==> config.mk <==
export PLATFORM = sky130hd
export DESIGN_NAME = iobus_out_demux
export DESIGN_NICKNAME = d
export VERILOG_FILES = /design/src/rtl/iobus_out_demux.sv
export SDC_FILE = /design/constraint.sdc
export NUM_CORES = 1
export LEC_CHECK = 0
export BUFFER_PORTS_ARGS = -buffer_cell sky130_fd_sc_hd__buf_4
export CAP_MARGIN = 15
export CORE_ASPECT_RATIO = 0.75
export CORE_UTILIZATION = 25
export CTS_CLUSTER_SIZE = 40
export DETAILED_ROUTE_END_ITERATION = 10
export PLACE_DENSITY_LB_ADDON = 0.08
export SKIP_CTS_REPAIR_TIMING = 1
export SYNTH_ARGS = -nofsm -noshare
export SYNTH_HDL_FRONTEND = slang
export SYNTH_SLANG_ARGS = --single-unit
==> constraint.sdc <==
create_clock -name CLK -period 1.7 [get_ports CLK]
set_input_delay 0.255 -clock CLK [delete_from_list [all_inputs] [get_ports CLK]]
set_output_delay 0.255 -clock CLK [all_outputs]
set_load 0.02 [all_outputs]
==> src/rtl/iobus_out_demux.sv <==
// Steers CPU IOBUS stores onto NUM_PORTS registered valid/ready output ports, with an overrun/flush control word.
// Optional combinational status/data readback on IOBUS_IN when IOBUS_OUT_DEMUX_STATUS_READ_EN is defined.
module iobus_out_demux #(
    parameter int unsigned NUM_PORTS = 4,
    parameter logic [31:0] BASE_ADDR = 32'h1100_0000
) (
    input  logic                    CLK,
    input  logic                    RST,
    input  logic [31:0]             IOBUS_ADDR,
    input  logic [31:0]             IOBUS_OUT,
    input  logic                    IOBUS_WR,
    output logic [32*NUM_PORTS-1:0] PORT_DATA,
    output logic [NUM_PORTS-1:0]    PORT_VALID,
    input  logic [NUM_PORTS-1:0]    PORT_READY,
    output logic [NUM_PORTS-1:0]    OVERRUN,
    output logic                    ADDR_ERR,
    output logic [31:0]             IOBUS_IN
);

    localparam int unsigned DATA_W    = 32;
    localparam int unsigned FLUSH_BIT = 31;
    localparam logic [31:0] CTRL_OFS  = 32'(4 * NUM_PORTS);
    localparam logic [31:0] CTRL_ADDR = BASE_ADDR + CTRL_OFS;

    typedef enum logic {
        ST_IDLE    = 1'b0,
        ST_PENDING = 1'b1
    } port_state_e;

    port_state_e              state_q [NUM_PORTS];
    port_state_e              state_d [NUM_PORTS];
    logic [DATA_W-1:0]        data_q  [NUM_PORTS];
    logic [DATA_W-1:0]        data_d  [NUM_PORTS];
    logic [NUM_PORTS-1:0]     ovr_q;
    logic [NUM_PORTS-1:0]     ovr_d;
    logic                     addr_err_q;
    logic                     addr_err_d;

    logic [31:0]              offset_c;
    logic                     aligned_c;
    logic                     in_win_c;
    logic [NUM_PORTS-1:0]     port_hit_c;
    logic                     ctrl_hit_c;
    logic                     err_c;
    logic                     flush_c;
    logic [NUM_PORTS-1:0]     clr_c;
    logic [NUM_PORTS-1:0]     ovr_set_c;

    // Address decode; addresses below BASE_ADDR wrap to a large offset and fall outside the window
    always_comb begin
        offset_c  = IOBUS_ADDR - BASE_ADDR;
        aligned_c = (IOBUS_ADDR[1:0] == 2'b00);
        in_win_c  = (offset_c <= (CTRL_OFS + 32'd3));
        for (int i = 0; i < NUM_PORTS; i++) begin
            port_hit_c[i] = IOBUS_WR && aligned_c && (offset_c == 32'(4 * i));
        end
        ctrl_hit_c = IOBUS_WR && aligned_c && (offset_c == CTRL_OFS);
        err_c      = IOBUS_WR && in_win_c && !aligned_c;
        flush_c    = ctrl_hit_c && IOBUS_OUT[FLUSH_BIT];
        clr_c      = ctrl_hit_c ? IOBUS_OUT[NUM_PORTS-1:0] : '0;
    end

    // Per-port handshake FSMs plus overrun and error next-state
    always_comb begin
        state_d    = state_q;
        data_d     = data_q;
        ovr_set_c  = '0;
        addr_err_d = err_c;
        for (int i = 0; i < NUM_PORTS; i++) begin
            case (state_q[i])
                ST_IDLE: begin
                    if (port_hit_c[i]) begin
                        data_d[i]  = IOBUS_OUT;
                        state_d[i] = ST_PENDING;
                    end
                end
                ST_PENDING: begin
                    if (port_hit_c[i]) begin
                        data_d[i]    = IOBUS_OUT;
                        ovr_set_c[i] = !PORT_READY[i];
                    end else if (PORT_READY[i]) begin
                        state_d[i] = ST_IDLE;
                    end
                end
                default: state_d[i] = ST_IDLE;
            endcase
            if (flush_c) begin
                state_d[i] = ST_IDLE;
            end
        end
        // A new overrun takes priority over a coincident clear
        ovr_d = (ovr_q & ~clr_c) | ovr_set_c;
    end

    always_ff @(posedge CLK) begin
        if (RST) begin
            for (int i = 0; i < NUM_PORTS; i++) begin
                state_q[i] <= ST_IDLE;
                data_q[i]  <= '0;
            end
            ovr_q      <= '0;
            addr_err_q <= 1'b0;
        end else begin
            for (int i = 0; i < NUM_PORTS; i++) begin
                state_q[i] <= state_d[i];
                data_q[i]  <= data_d[i];
            end
            ovr_q      <= ovr_d;
            addr_err_q <= addr_err_d;
        end
    end

    for (genvar g = 0; g < NUM_PORTS; g++) begin : g_port_out
        assign PORT_DATA[DATA_W*g +: DATA_W] = data_q[g];
        assign PORT_VALID[g]                 = (state_q[g] == ST_PENDING);
    end

    assign OVERRUN  = ovr_q;
    assign ADDR_ERR = addr_err_q;

`ifdef IOBUS_OUT_DEMUX_STATUS_READ_EN
    logic [31:0] rd_c;

    // Same-cycle readback of the status word or a port's data register
    always_comb begin
        rd_c = '0;
        if (IOBUS_ADDR == CTRL_ADDR) begin
            rd_c = {8'h00, 8'(ovr_q), 8'h00, 8'(PORT_VALID)};
        end
        for (int i = 0; i < NUM_PORTS; i++) begin
            if (IOBUS_ADDR == (BASE_ADDR + 32'(4 * i))) begin
                rd_c = data_q[i];
            end
        end
    end

    assign IOBUS_IN = rd_c;
`else
    assign IOBUS_IN = 32'h0;
`endif

endmodule

=== After elaboration in Yosys (flattened, before gate mapping) ===
Cells that the tools add are included.

* $add $sub $neg: 1
* Order comparisons: 1
* Equal/unequal tests: 4
* Muxes and demuxes: 29
* Bitwise operators: 7
* Reductions and logical operators: 17

{| class="wikitable"
|+ Operators by type and width
! cell !! count
|-
| $mux W32 || 4
|-
| $eq A32 B4 Y1 const B || 2
|-
| $eq A32 B3 Y1 const B || 1
|-
| $eq A32 B5 Y1 const B || 1
|-
| $le A32 B5 Y1 const B || 1
|-
| $logic_not A32 Y1 || 1
|-
| $sub A32 B29 Y32 const B || 1
|-
| $mux W1 || 20
|-
| $logic_and A1 B1 Y1 || 9
|-
| $pmux W1 S2 || 4
|-
| $logic_not A1 Y1 || 5
|-
| $and A4 B4 Y4 || 1
|-
| $mux W4 || 1
|-
| $not A1 Y1 || 4
|-
| $not A4 Y4 || 1
|-
| $or A4 B4 Y4 || 1
|-
| $logic_not A2 Y1 || 1
|-
| $reduce_or A2 Y1 || 1
|}

* Register bits after elaboration: 137
* Input port bits: 71
* Output and inout port bits: 169

=== Depth between registers and ports, before layout ===
* Depth after elaboration: 7
* Mapped depth: 7

=== Least setup slack after synthesis ===
Ideal clock, no wire load.

* Kind: input to register
* Start point: input port IOBUS_ADDR[16]
* End point: register data_q, in the netlist PORT_DATA[100]
* Setup time: 0.072 ns
* Arrival: 1.527 ns
* Slack: 0.101 ns
* Stages on the path: 7
* Buffers on the path: 3
* Path through: nor4_1 -> and4_1 -> buf_6 -> and4_1 -> buf_4 -> buf_12 -> mux2i_1

* Cells in the longest elaborated chain, start to end: 3

{| class="wikitable"
|+ RTL lines
! what !! RTL line !! RTL
|-
| start, declared || 9 || <nowiki>input logic [31:0] IOBUS_ADDR,</nowiki>
|-
| $sub A32 B29 Y32 || 51 || <nowiki>offset_c = IOBUS_ADDR - BASE_ADDR;</nowiki>
|-
| $eq A32 B4 Y1 || 55 || <nowiki>port_hit_c[i] = IOBUS_WR && aligned_c && (offset_c == 32'(4 * i));</nowiki>
|-
| $logic_and A1 B1 Y1 || 55 ||
|-
| end signal, assigned by index || 106 || <nowiki>data_q[i] <= data_d[i];</nowiki>
|-
| end, declared || 32 || <nowiki>logic [DATA_W-1:0] data_q [NUM_PORTS];</nowiki>
|}

Every way passes these cells.
A chain may end at the register's enable or synchronous reset.

=== Worst setup path after layout ===
* Start point: input port IOBUS_ADDR[16]
* End point: register data_q, in the netlist PORT_DATA[117]

The elaborated chain is that of the path after synthesis.

==> metrics <==
Hold Path End PORT_VALID[2]; 1st-iter DRT viols 145; placed insts 1040; Power Dens Cells 925 mW/mm2; Worst Path Max Fanout 17; initial core utilization 25.9%; final-stage net count 842; clk sink count 137; Die X 174 um; root buf cell clkbuf_16; mapped cell area 0.00557 mm2; synthesis warning total 0; clk_lat worst skew 0.41 ns; H-tree depth 4; CTS tree built; Worst Clk Skew 0.00264 ns; Post-synth top cells 166 x nand2_1, 137 x dfxtp_1, 128 x mux2i_1; Crit path arrival time 1.83 ns; fin. max-slew vios 0; average cell area after synthesis 9.99 um2; Crit. Startpoint IOBUS_ADDR[16]; FF-to-FF path depth 4; Hold Crit Depth 2; Max Clock Freq 0.669 GHz; async set or reset register ratio after synthesis 0%; number of core rows 46; Layout area overhead 45.2%; status completed; Antenna Cells 0; Routed WL 16400 um; DRC errors left 0; vias post-DR 4507; predominant post-synthesis flop cell dfxtp_1; most frequent cell after synthesis nand2_1; first-pass GRT wire length 26200 um; Hold Fails Final Rpt 0; synth top area cells dfxtp_1 49%, mux2i_1 23%, nand2_1 11%, buf_4 4.6%, clkbuf_1 1.3%; Die Footprint 0.0229 mm2; number of max-cap violations 0; utilization after layout 37.6%; DRT antenna net count 0; WS Path Type in -> reg; buffers added on ports 207; register bit count reported by yosys 137; fin area 0.00808 mm2; CTS Buf Count 17; Critical Path RT 2.04 ns; Static Leak 4.08 nW; RR Endpoint OVERRUN[0]; count of different cell masters after synthesis 32; clk buf depth 2; Synth area leader dfxtp_1; Worst VDD drop 0.506 mV; total track usage 14.7%; GPL Wtd Cong 0.769; Tcrit/Tclk final 87.9%; top cell type's share of synthesized area 49.3%; Startpoint Class input port; initial antenna violation count 0; WL/cell 15.3 um; DR pass1 iterations 4; Reg clk slew, reported paths 0.06 ns; io pins 240; layout cell share with drive strength beyond 1 34.6%; Die Height 131 um; vias per inst 4.20; vias in the first global route 4680; Seq/Total Area, Yosys 49.3%; CP endpoint kind flip-flop; Finished Layout Cells 1072; gr ovfl total 0; reg2reg setup slack 0.64 ns; reg2reg start PORT_VALID[0]; EDFF count, synth 0; Hold Slack 0.137 ns; Worst Hold Class in -> reg; # setup viols final 0; DP Wirelength 11700 um; core area 0.0215 mm2; hold path startpoint RST; Tmin final 1.49 ns; cell count after synthesis 557; RSZ-0062 raised after global routing false; placement-stage cell area 0.00746 mm2; pin count of the biggest net entering global routing 75
==> worst max-delay path: stages <==
cell     delay, ns
buf_4         0.11
nor4_1        0.34
and4_1        0.26
buf_4         0.16
and4_2        0.30
buf_12        0.20
mux2i_1       0.21
==> through the flow <==
stage	power (mW)	setup slack (ns)	TNS (ns)
finish	7.47	0.205	0
global route	7.74	0.0982	0
CTS	7.58	0.201	0
detailed placement	3.66	-0.235	-17.16
global placement	3.65	-0.188	-16.71
floorplan	3.52	0.101	0
==> logic make-up (layout without fill, tap and decap cells) <==
family | after synthesis | in the layout | share of synthesized area [%]
AOI/OAI and AO/OA | 11 | 11 | 1.66
buffers and inverters | 69 | 265 | 8.52
DFF | 137 | 137 | 49.3
muxes | 128 | 128 | 23.0
other | 1 | 32 | 0.0674
and+or+nand+nor | 211 | 211 | 17.5
==> layout make-up <==
class / instances / area, um2
clock buffer: 23 / 478
clock inverter: 9 / 138
fill: 2162 / 13400
inverter: 2 / 10.0
multi-input combinational: 382 / 2470
sequential: 137 / 2740
tap: 288 / 360
timing repair buffer: 231 / 1880
==> layer usage <==
layer / vias to the layer above / track usage (%) / share of wire (%)
li1: 2247 / - / -
met1: 2099 / 18.3 / 45
met2: 143 / 22.7 / 45
met3: 18 / 6.19 / 8.8
met4: 0 / 4.97 / 1.6
met5: - / 0 / 0
==> power by group <==
group          total (mW)  switching, mW  internal, mW
clock                3.89           1.45          2.43
combinational       0.374          0.231         0.143
sequential           3.21   0.0000000260          3.21
==> flip-flops by register name, indices dropped and copies added (netlist names) <==
signal	cells
PORT_DATA	128
OVERRUN	4
PORT_VALID	4
ADDR_ERR	1
==> worst max path at each step <==
stage,endpoint,slack [ns],cells after the start
floorplan,PORT_DATA[100],0.10,7
global placement,PORT_DATA[115],-0.19,7
detailed placement,PORT_DATA[125],-0.23,7
CTS,PORT_DATA[125],0.20,7
global route,PORT_DATA[118],0.1,7
finish,PORT_DATA[117],0.21,7
==> cell usage in the layout (no fill, tap or decap), types with 2 or more instances in the layout <==
cell type / netlist / layout
nand4_4: 3 / 3
o311ai_0: 3 / 3
dfxtp_1: 137 / 137
nor2_1: 7 / 7
nand2_1: 166 / 166
clkbuf_1: 19 / 3
nand2b_1: 5 / 5
buf_4: 34 / 219
nor3b_1: 3 / 3
bufinv_16: 0 / 3
mux2i_1: 128 / 128
buf_12: 3 / 12
a41oi_1: 2 / 2
nor4b_2: 2 / 2
clkbuf_8: 0 / 3
nand4_1: 5 / 5
nor3_1: 3 / 3
nor4_2: 2 / 2
and4_1: 3 / 2
conb_1: 1 / 32
clkbuf_16: 0 / 17
a211oi_1: 3 / 3
nand3_1: 3 / 3
nor4_1: 5 / 5
clkinvlp_4: 0 / 4
No activity file was read; power rests on OpenSTA's default activity.
